--- src/rtl/pipe_hazard_ctrl_pkg.sv ---
// Shared types and constants for the pipeline hazard/forwarding controller.
package pipe_hazard_ctrl_pkg;

  localparam int SEL_RF         = 0;
  localparam int PC_REG_DEFAULT = 15;

  typedef struct packed {
    logic valid;
    logic regwrite;
    logic memtoreg;
    logic pcwrite;
  } rec_flags_t;

  function automatic int sel_width(input int fwd_depth);
    return $clog2(fwd_depth + 1);
  endfunction

endpackage

--- src/rtl/pipe_hazard_ctrl_hz_match.sv ---
// Compares one in-flight destination record against the D-stage and E-stage source operands.
module pipe_hazard_ctrl_hz_match
  import pipe_hazard_ctrl_pkg::*;
#(
  parameter int RADDR_W = 4,
  parameter int NUM_SRC = 2,
  parameter int PC_REG  = PC_REG_DEFAULT
) (
  input  logic                       wr_en,
  input  logic [RADDR_W-1:0]         wa,
  input  logic [NUM_SRC*RADDR_W-1:0] ra_d,
  input  logic [NUM_SRC-1:0]         ra_used_d,
  input  logic [NUM_SRC*RADDR_W-1:0] ra_e,
  input  logic [NUM_SRC-1:0]         ra_used_e,
  output logic [NUM_SRC-1:0]         match_d,
  output logic [NUM_SRC-1:0]         match_e
);

  localparam logic [RADDR_W-1:0] PC_ADDR = RADDR_W'(PC_REG);

  // The PC is read through its own path, so it never takes part in forwarding or stalls.
  always_comb begin
    match_d = '0;
    match_e = '0;
    for (int i = 0; i < NUM_SRC; i++) begin
      match_d[i] = wr_en & ra_used_d[i]
                 & (ra_d[i*RADDR_W +: RADDR_W] == wa)
                 & (ra_d[i*RADDR_W +: RADDR_W] != PC_ADDR);
      match_e[i] = wr_en & ra_used_e[i]
                 & (ra_e[i*RADDR_W +: RADDR_W] == wa)
                 & (ra_e[i*RADDR_W +: RADDR_W] != PC_ADDR);
    end
  end

endmodule

--- src/rtl/pipe_hazard_ctrl.sv ---
// Hazard/forwarding controller: tracks in-flight destinations and drives stall, flush and forward selects.
module pipe_hazard_ctrl
  import pipe_hazard_ctrl_pkg::*;
#(
  parameter int  RADDR_W   = 4,
  parameter int  NUM_SRC   = 2,
  parameter int  FWD_DEPTH = 2,
  parameter int  PC_REG    = PC_REG_DEFAULT,
  localparam int SELW      = sel_width(FWD_DEPTH)
) (
  input  logic                       clk,
  input  logic                       reset,
  input  logic [NUM_SRC*RADDR_W-1:0] ra_d,
  input  logic [NUM_SRC-1:0]         ra_used_d,
  input  logic                       valid_d,
  input  logic [RADDR_W-1:0]         wa_d,
  input  logic                       regwrite_d,
  input  logic                       memtoreg_d,
  input  logic                       pcwrite_d,
  input  logic                       branch_taken_e,
  input  logic                       ext_stall,
  output logic                       stall_f,
  output logic                       stall_d,
  output logic                       flush_d,
  output logic                       flush_e,
  output logic                       stall_em,
  output logic [NUM_SRC*SELW-1:0]    fwd_sel_e
);

  localparam int NREC = FWD_DEPTH + 1;

  // Index 0 is the E stage, 1..FWD_DEPTH are M..W.
  rec_flags_t                 flags_q [NREC];
  logic [RADDR_W-1:0]         wa_q    [NREC];
  logic [NUM_SRC*RADDR_W-1:0] ra_e_q;
  logic [NUM_SRC-1:0]         ra_used_e_q;

  logic [NUM_SRC-1:0]         match_d [NREC];
  logic [NUM_SRC-1:0]         match_e [NREC];
  logic [NUM_SRC*SELW-1:0]    fwd_sel_c;
  logic                       ldstall;
  logic                       pcpend;
  logic                       pcdone;

  always_ff @(posedge clk or negedge reset) begin
    if (!reset) begin
      for (int k = 0; k < NREC; k++) begin
        flags_q[k] <= '0;
        wa_q[k]    <= '0;
      end
      ra_e_q      <= '0;
      ra_used_e_q <= '0;
    end else if (!ext_stall) begin
      for (int k = 1; k < NREC; k++) begin
        flags_q[k] <= flags_q[k-1];
        wa_q[k]    <= wa_q[k-1];
      end
      if (flush_e) begin
        flags_q[0]  <= '0;
        wa_q[0]     <= '0;
        ra_e_q      <= '0;
        ra_used_e_q <= '0;
      end else begin
        flags_q[0]  <= '{valid: valid_d, regwrite: regwrite_d,
                         memtoreg: memtoreg_d, pcwrite: pcwrite_d};
        wa_q[0]     <= wa_d;
        ra_e_q      <= ra_d;
        ra_used_e_q <= ra_used_d;
      end
    end
  end

  for (genvar k = 0; k < NREC; k++) begin : g_match
    pipe_hazard_ctrl_hz_match #(
      .RADDR_W (RADDR_W),
      .NUM_SRC (NUM_SRC),
      .PC_REG  (PC_REG)
    ) u_match (
      .wr_en     (flags_q[k].valid & flags_q[k].regwrite),
      .wa        (wa_q[k]),
      .ra_d      (ra_d),
      .ra_used_d (ra_used_d),
      .ra_e      (ra_e_q),
      .ra_used_e (ra_used_e_q),
      .match_d   (match_d[k]),
      .match_e   (match_e[k])
    );
  end

  // Scan oldest to youngest so the youngest eligible producer wins.
  always_comb begin
    fwd_sel_c = '0;
    for (int i = 0; i < NUM_SRC; i++) begin
      fwd_sel_c[i*SELW +: SELW] = SELW'(SEL_RF);
      for (int k = FWD_DEPTH; k >= 0; k--) begin
        if (k != 0 && match_e[k][i] && !(flags_q[k].memtoreg && k < FWD_DEPTH))
          fwd_sel_c[i*SELW +: SELW] = SELW'(k);
      end
    end
  end

  always_comb begin
    ldstall = 1'b0;
    pcpend  = pcwrite_d & valid_d;
    pcdone  = flags_q[FWD_DEPTH].valid & flags_q[FWD_DEPTH].pcwrite;
    for (int k = 0; k < NREC; k++) begin
      if (k + 2 <= FWD_DEPTH && flags_q[k].memtoreg && (|match_d[k]))
        ldstall = 1'b1;
      if (k < FWD_DEPTH && flags_q[k].valid && flags_q[k].pcwrite)
        pcpend = 1'b1;
    end

    stall_f   = 1'b0;
    stall_d   = 1'b0;
    flush_d   = 1'b0;
    flush_e   = 1'b0;
    stall_em  = 1'b0;
    fwd_sel_e = '0;
    if (reset) begin
      fwd_sel_e = fwd_sel_c;
      if (ext_stall) begin
        stall_f  = 1'b1;
        stall_d  = 1'b1;
        stall_em = 1'b1;
      end else if (branch_taken_e) begin
        flush_d = 1'b1;
        flush_e = 1'b1;
      end else begin
        stall_d = ldstall;
        flush_e = ldstall;
        stall_f = ldstall | pcpend;
        flush_d = pcpend | pcdone;
      end
    end
  end

endmodule

--- config.mk ---
export PLATFORM = sky130hd
export DESIGN_NAME = pipe_hazard_ctrl
export DESIGN_NICKNAME = d
export VERILOG_FILES = /design/src/rtl/pipe_hazard_ctrl_pkg.sv /design/src/rtl/pipe_hazard_ctrl_hz_match.sv /design/src/rtl/pipe_hazard_ctrl.sv
export SDC_FILE = /design/constraint.sdc
export NUM_CORES = 1
export LEC_CHECK = 0
export BUFFER_PORTS_ARGS = -buffer_cell sky130_fd_sc_hd__buf_4
export CORE_UTILIZATION = 55
export CTS_CLUSTER_SIZE = 10
export DETAILED_ROUTE_END_ITERATION = 8
export PLACE_DENSITY = 0.77
export RECOVER_POWER = 100
export SLEW_MARGIN = 20
export SYNTH_ARGS = -nofsm -noshare
export SYNTH_HDL_FRONTEND = slang
export SYNTH_SLANG_ARGS = --single-unit
--- constraint.sdc ---
create_clock -name clk -period 2.4 [get_ports clk]
set_input_delay 0.24 -clock clk [delete_from_list [all_inputs] [get_ports clk]]
set_output_delay 0.24 -clock clk [all_outputs]
set_load 0.01 [all_outputs]
[Yosys cells after proc, flatten, opt, wreduce, memory -nomap -nowiden]
Index checks and enable logic that the tools add are counted.
Cells by class
  reductions and logical operators: 7
  bitwise operators: 25
  muxes and demuxes: 26
  eq/ne operators: 10
Operators by type and width (number)
  equality test 4 bit: 6
  AND 1 bit: 23
  two-way mux 1 bit: 17
  != test 4 bit, second input constant: 4
  two-way mux 4 bit: 3
  two-way mux 2 bit: 5
  two-way mux 8 bit: 1
  logical AND 1 bit: 5
  bitwise OR 1 bit: 2
  OR reduction 2 bit: 1
  logical NOT 1 bit: 1
Word-level totals
  output and inout port bits: 9
  input bits: 22
  bits in registers: 33

[Depth between registers and ports, before layout]
Gate-level depths: netlist of run 1.
  depth in word-level cells: 11
  depth in mapped cells: 7
  gate-level depth less buffers: 5

[Hierarchy]
From an unflattened synthesis of run 1, not the netlist that was laid out.
Unflattened totals
  cell total of the unflattened synthesis: 213
  area total of the unflattened synthesis: 2219.6 um^2
By module, submodules not included
  pipe_hazard_ctrl: cells an instance 111, instances 1, area each 1450.1 um^2, sequential area each 825.8 um^2
  pipe_hazard_ctrl_hz_match: cells an instance 34, instances 3, area each 256.5 um^2, sequential area each 0.0 um^2

[Least setup slack after synthesis of run 1]
No wires, ideal clock.
  path kind: flip-flop to output port
  from: reg ra_e_q[7]
  to: out fwd_sel_e[2]
  stages on the path, launching flop included: 6
  setup slack: 0.616 ns
  buffers on the path: 0
  arrival: 1.544 ns
  cell sequence: dfrtp_1 > nand4_1 > nand2_1 > or4_1 > nor4_2 > and2_1
Between the ends
  cells in the longest elaborated chain, start to end: 6
Ends and longest elaborated chain
  start: declaration: line pipe_hazard_ctrl.sv:35  | logic [NUM_SRC*RADDR_W-1:0] ra_e_q;
  start signal: assignment: line pipe_hazard_ctrl.sv:67  | ra_e_q <= ra_d;
  equality test 4 bit: line pipe_hazard_ctrl_hz_match.sv:30  | & (ra_e[i*RADDR_W +: RADDR_W] == wa)
  AND 1 bit: line pipe_hazard_ctrl_hz_match.sv:30
  AND 1 bit *: line pipe_hazard_ctrl_hz_match.sv:31  | & (ra_e[i*RADDR_W +: RADDR_W] != PC_ADDR);
  logical AND 1 bit *: line pipe_hazard_ctrl.sv:96  | if (k != 0 && match_e[k][i] && !(flags_q[k].memtoreg && k < FWD_DEPTH))
  two-way mux 2 bit *: line pipe_hazard_ctrl.sv:96
  two-way mux 4 bit *: line pipe_hazard_ctrl.sv:119  | if (reset) begin
  end: declaration: line pipe_hazard_ctrl.sv:27  | output logic [NUM_SRC*SELW-1:0] fwd_sel_e
Mark *: on every way between the ends. The rest lies on a longest branch, timed or not.

[Final worst setup path of run 1]
  from: reg wa_q[6] (netlist name)
  to: out fwd_sel_e[2]
Between the ends
  cells in the longest elaborated chain, start to end: 6
Ends and longest elaborated chain
  start: declaration: line pipe_hazard_ctrl.sv:34  | logic [RADDR_W-1:0] wa_q [NREC];
  start signal: indexed assignment: line pipe_hazard_ctrl.sv:56  | wa_q[k] <= wa_q[k-1];
  equality test 4 bit: line pipe_hazard_ctrl_hz_match.sv:30
  AND 1 bit: line pipe_hazard_ctrl_hz_match.sv:30
  AND 1 bit: line pipe_hazard_ctrl_hz_match.sv:31
  logical AND 1 bit: line pipe_hazard_ctrl.sv:96
  two-way mux 2 bit: line pipe_hazard_ctrl.sv:96
  two-way mux 4 bit: line pipe_hazard_ctrl.sv:119
No other way between the ends.

==> results.py, run 1 <==
metrics = {
    "layout": {
        "layout.nets": 213,
        "register_area_um2": 826,
        "fill_cells": 264,
        "final_core_util_pct": 68.4,
        "area_growth_pct": 16.7,
        "n_antenna_cell": 0,
        "final_layout_size_suffix_gt1_share_pct": 33.5,
        "multi_input_area_um2": 933,
    },
    "global_route": {
        "grt_pass1_vias": 1424,
        "grt_pass1_wl_um": 6760,
        "grt_start_max_net_pins": 39,
        "grt_usage_pct": 26.6,
        "gr-total-overflow": 0,
        "antenna_found_initial": 0,
    },
    "timing": {
        "drv_slew": 0,
        "final-hold-violation-count": 0,
        "fin_crit_ns": 2.30,
        "period_share_pct": 95.8,
        "slew_headroom_pct": 34.4,
        "hold_ws_ns": 0.115,
        "fmax_mhz": 435,
        "setup_tns_ns": 0,
        "worstMarginPinSlew_ns": 0.977,
        "rsz0062_at_grt": "false",
        "clock_skew_ns": 0.00255,
        "finalSetupViolations": 0,
    },
    "clocking": {
        "cts_resized": 0,
        "ctsRootBufferMaster": "clkbuf_4",
        "clkTransAtPathRegs_ns": 0.09,
        "cts_sinks": 33,
        "clock_path_buffers": 2,
        "clkLatencyLatePin_ns": 0.33,
        "cts_max_level": 2,
        "cts_tree": "yes",
        "cts_buffers": 5,
    },
    "min_path": {
        "hold_path_class": "in2reg",
    },
    "die": {
        "rows": 20,
        "core_um2": 3100,
        "initial_core_util_pct": 58.6,
        "die_x_um": 59.5,
        "pin_count": 31,
        "dieArea_um2": 3540,
        "die_y_um": 59.5,
    },
    "worst_setup_path": {
        "worstPathMaxFanout": 4,
        "critPathKind": "reg2out",
        "required_ns": 2.16,
        "crit_path_end_kind": "output pin",
        "cp.arrival_ns": 2.06,
        "cp-start-kind": "register",
    },
    "detailed_routing": {
        "wirelength_um": 4010,
        "drc": 0,
        "drtIter0Drc": 61,
        "first_pass_iters": 4,
        "wl_per_cell_um": 17.0,
        "antenna_left": 0,
        "vias_per_cell": 5.99,
        "vias": 1408,
    },
    "flow_run": {
        "drv_cap": 0,
    },
    "synth": {
        "synth_cell_types": 31,
        "syn_inst": 158,
        "avgSynthCellArea_um2": 11.5,
        "synth_area_um2": 1820,
        "netlist_top_cells_area": "dfrtp_1, mux2_2, a22o_1",
        "synth_top_area_share_pct": 45.4,
        "ys_warn_count": 0,
        "synth_fp_nets": 180,
        "seq_area_frac_synth_pct": 45.4,
        "ys_ff_latch": 33,
        "yosysTopAreaCell": "dfrtp_1",
    },
    "outcome": {
        "outcome": "finished clean",
    },
    "power_and_ir_drop": {
        "power.leakage_nw": 1.02,
        "vdd_drop_max_mv": 0.398,
        "finalPower_mw": 1.35,
        "p_per_area_nw_per_um2": 638,
    },
    "placed_design": {
        "gp_congestion": 0.834,
        "place_hpwl_um": 2950,
        "portBuffers": 30,
    },
}
[cells in the final DEF (no fill, tap or decap)]
cell,n
a21o_1,10
a21o_2,8
a21oi_1,3
a222oi_1,1
a22o_1,17
a22o_2,1
a31oi_1,2
and2_0,1
and2_1,1
buf_4,30
clkbuf_1,4
clkbuf_4,5
clkbuf_8,1
dfrtp_1,33
dlygate4sd3_1,1
inv_1,2
mux2_2,15
nand2_1,8
nand2b_1,1
nand3_1,2
nand3_2,1
nand4_1,5
nor2_1,4
nor3_1,1
nor4_1,3
nor4_2,2
nor4_4,1
o2111a_1,1
o21ai_0,2
or4_1,2
xnor2_1,10
xor2_1,13
[through the flow]
stage / area, um2 / setup slack, ns / instances
after CTS: 2140 / 0.0691 / 234
after global routing: 2120 / 0.0000926 / 235
final: 2120 / 0.101 / 235
after detailed placement: 2070 / 0.439 / 226
after floorplan: 1820 / 0.616 / 158
after global placement: 2070 / 0.503 / 226
[layout make-up]
type / count / area share [%]
inverter: 2 / 0.354
clock buffer: 7 / 2.59
multi-input combinational: 115 / 44.0
tap: 44 / 2.59
sequential: 33 / 38.9
timing repair buffer: 34 / 11.6
[state kept, by name (all words and copies together), names as in the netlist]
register / cells
ra_e_q: 8
flags_q: 11
wa_q: 12
ra_used_e_q: 2
[worst max-delay path, cell delays in order (launching register included)]
cell,delay (ns)
dfrtp_1,0.45
xor2_1,0.19
or4_1,0.54
nor4_2,0.26
and2_1,0.17
buf_4,0.12
[synthesized netlist by cell type]
master / number
nand3_1: 2
o21ai_0: 2
and2_1: 2
a31oi_1: 2
inv_1: 2
nor4_1: 3
a22o_2: 1
nor4_4: 2
clkbuf_1: 3
nor4_2: 1
a21o_1: 10
nor3_1: 1
nand2_1: 8
buf_1: 2
nand2b_1: 1
nor2_1: 4
xnor2_1: 10
xor2_1: 13
mux2_2: 15
dfrtp_1: 33
a21oi_1: 3
a21o_2: 8
a222oi_1: 1
a22o_1: 17
buf_6: 1
nand4_1: 5
o2111a_2: 1
buf_4: 1
or4_1: 2
buf_2: 1
nand3_2: 1
[final timing paths]
kind | startpoint | endpoint | slack [ns] | cells after the start
min in group asynchronous | reset | flags_q[2] | 0.30 | 2
worst min register to register | flags_q[6] | flags_q[2] | 0.54 | 1
worst max-delay path | wa_q[6] | fwd_sel_e[2] | 0.10 | 5
worst min-delay path | wa_d[3] | wa_q[11] | 0.12 | 2
max in group asynchronous | reset | wa_q[4] | 1.54 | 3
worst max register to register | wa_q[9] | ra_e_q[1] | 0.40 | 4
[power breakdown]
part           leakage, nW  internal, mW  switching, mW
logic                0.585         0.178          0.133
clock network       0.0314         0.138          0.173
registers            0.406         0.634         0.0980
total                 1.02         0.950          0.404
[cell families after synthesis]
kind of cell / synth area share [%]
AO/OA/AOI/OAI: 20.0
buffers and inverters: 2.75
flip-flops: 45.4
XOR/XNOR: 11.1
AND/OR/NAND/NOR: 11.5
multiplexers: 9.28
[metal layers]
metal	vias to the layer above	global-route usage (%)	wire length [um]
met5	-	0	0
met4	0	9.30	94
met3	10	6.55	157
met2	35	41.7	1980
met1	711	36.0	1770
li1	652	-	-
[what timing repair did]
action | CTS | global route
hold endpoints to repair | 12 | 0
endpoints found under the setup margin | 0 | 1
buffers inserted | 0 | 1
hold buffers | 1 | 0
Power figures use the tool's default switching activity.
==> run 2: changes to the inputs <==
- CTS_BUF_LIST: unset -> sky130_fd_sc_hd__clkbuf_2 sky130_fd_sc_hd__clkbuf_4 sky130_fd_sc_hd__clkbuf_8
==> results.py, run 2 (synthesis gave the netlist of run 1 again) <==
metrics = {
    "layout": {
        "register_area_um2": 827,
        "mostFrequentLayoutCell": "dfrtp_1",
        "fill_cells": 260,
        "layout_common_cells": "dfrtp_1, buf_4, a22o_1, mux2_2, xor2_1",
        "largest_reg_flops": 12,
        "reg.largest.list": "wa_q (12), flags_q (11), ra_e_q (8)",
        "n_antenna_cell": 0,
        "multi_input_area_um2": 942,
        "final_layout_size_suffix_gt1_share_pct": 34.2,
        "final_design_area_no_fill_um2": 2140,
        "layout.nets": 215,
        "area_growth_pct": 17.9,
        "regMostFlops": "wa_q",
    },
    "outcome": {
        "outcome": "finished clean",
    },
    "min_path": {
        "min_from": "wa_d[3]",
        "min_delay_path_depth": 2,
        "hold_path_end": "wa_q[11]",
        "hold_path_class": "in2reg",
    },
    "worst_setup_path": {
        "required_ns": 2.16,
        "startpoint": "wa_q[6]",
        "r2r-end": "ra_e_q[6]",
        "r2r_slack_ns": 0.44,
        "crit_chain": "xor2_1 > or4_1 > nor4_2 > and2_1 > buf_4",
        "cp_top_family": "simple AND/OR/NAND/NOR gates",
        "cp.arrival_ns": 2.05,
        "reg2reg_depth": 4,
        "reg2reg_from": "wa_q[9]",
        "crit_path_end_kind": "output pin",
        "critical_path.slowest_cell": "or4_1",
        "crit_buf_inv": 1,
        "critPathKind": "reg2out",
        "max_stage_delay_ns": 0.54,
        "worstPathMaxFanout": 4,
        "cp-start-kind": "register",
    },
    "power_and_ir_drop": {
        "power.leakage_nw": 1.03,
        "vdd_drop_max_mv": 0.415,
        "p_per_area_nw_per_um2": 641,
        "finalPower_mw": 1.37,
    },
    "clocking": {
        "cts_max_level": 2,
        "cts_tree": "yes",
        "clkLatencyLatePin_ns": 0.33,
        "clock_path_buffers": 2,
        "cts_buffers": 5,
        "clkTransAtPathRegs_ns": 0.09,
        "ctsRootBufferMaster": "clkbuf_4",
        "cts_sinks": 33,
    },
    "detailed_routing": {
        "wl_met1_um": 1810,
        "vias": 1406,
        "wl_per_cell_um": 17.1,
        "first_pass_iters": 4,
        "route.met3.wl_um": 178,
        "wl_met2_um": 1990,
        "vias_per_cell": 5.93,
        "antenna_left": 0,
        "drc": 0,
        "drtIter0Drc": 81,
        "highest_layer": "met4",
        "wirelength_um": 4060,
    },
    "placed_design": {
        "gp_congestion": 0.834,
        "dp_worst_setup_slack_ns": 0.439,
        "place_hpwl_um": 2950,
        "portBuffers": 30,
        "dpl_cell_area_um2": 2070,
    },
    "timing": {
        "slew_headroom_pct": 36.7,
        "period_share_pct": 95.3,
        "drv_slew": 0,
        "worstMarginPinSlew_ns": 0.942,
        "fmax_mhz": 437,
        "fin_crit_ns": 2.29,
        "finalSetupViolations": 0,
        "clock_skew_ns": 0.00142,
        "setup_tns_ns": 0,
        "setup_ws_ns": 0.112,
        "final-hold-violation-count": 0,
    },
    "global_route": {
        "grt_pass1_wl_um": 6770,
        "gr-total-overflow": 0,
        "antenna_found_initial": 0,
        "grt_pass1_vias": 1427,
        "grt_usage_pct": 26.7,
        "grt_start_max_net_pins": 39,
    },
    "die": {
        "initial_core_util_pct": 58.6,
        "die_y_um": 59.5,
        "die_x_um": 59.5,
        "core_um2": 3100,
        "dieArea_um2": 3540,
        "rows": 20,
        "pin_count": 31,
    },
    "flow_run": {
        "drv_cap": 0,
    },
}
-- run 2: routing by layer --
metal | global-route usage [%] | vias up
met2 | 41.7 | 37
met3 | 7.21 | 10
met4 | 9.30 | 0
li1 | - | 657
met5 | 0 | -
met1 | 36.0 | 702
-- run 2: worst max-delay path by stage --
stage               depth (start not counted)  slack (ns)            to
CTS                                         5        0.07  fwd_sel_e[2]
detailed placement                          5        0.44  fwd_sel_e[2]
floorplan                                   5        0.62  fwd_sel_e[2]
global route                                6       -0.03  fwd_sel_e[2]
global placement                            5        0.50  fwd_sel_e[2]
finish                                      5        0.11  fwd_sel_e[2]
-- run 2: repair_timing --
item / in CTS / in global routing
gates resized for setup: 0 / 1
setup buffers: 0 / 3
endpoints found under the setup margin: 0 / 1
hold buffers: 1 / 0
endpoints found under the hold margin: 12 / 0
-- run 2: layout make-up --
cell class / count / area share (%)
flip-flops and latches: 33 / 38.6
well taps: 44 / 2.57
multi-input cells: 115 / 43.9
repair buffers: 36 / 11.8
clock buffers: 7 / 2.74
inverters: 2 / 0.350
-- run 2: through the flow --
stage	hold WS, ns	std cells	utilization (%)
3_5_place_dp	0.119	226	66.8
3_3_place_gp	0.109	226	66.8
2_1_floorplan	-0.0556	158	-
4_1_cts	0.105	234	69.0
6_report	0.117	237	69.1
5_1_grt	0.0992	237	69.1
-- run 2: power by group --
group | switching (mW) | leakage [nW] | internal, mW
Clock | 0.172 | 0.0348 | 0.149
Sequential | 0.0982 | 0.405 | 0.635
Combinational | 0.138 | 0.592 | 0.182
Total | 0.409 | 1.03 | 0.966
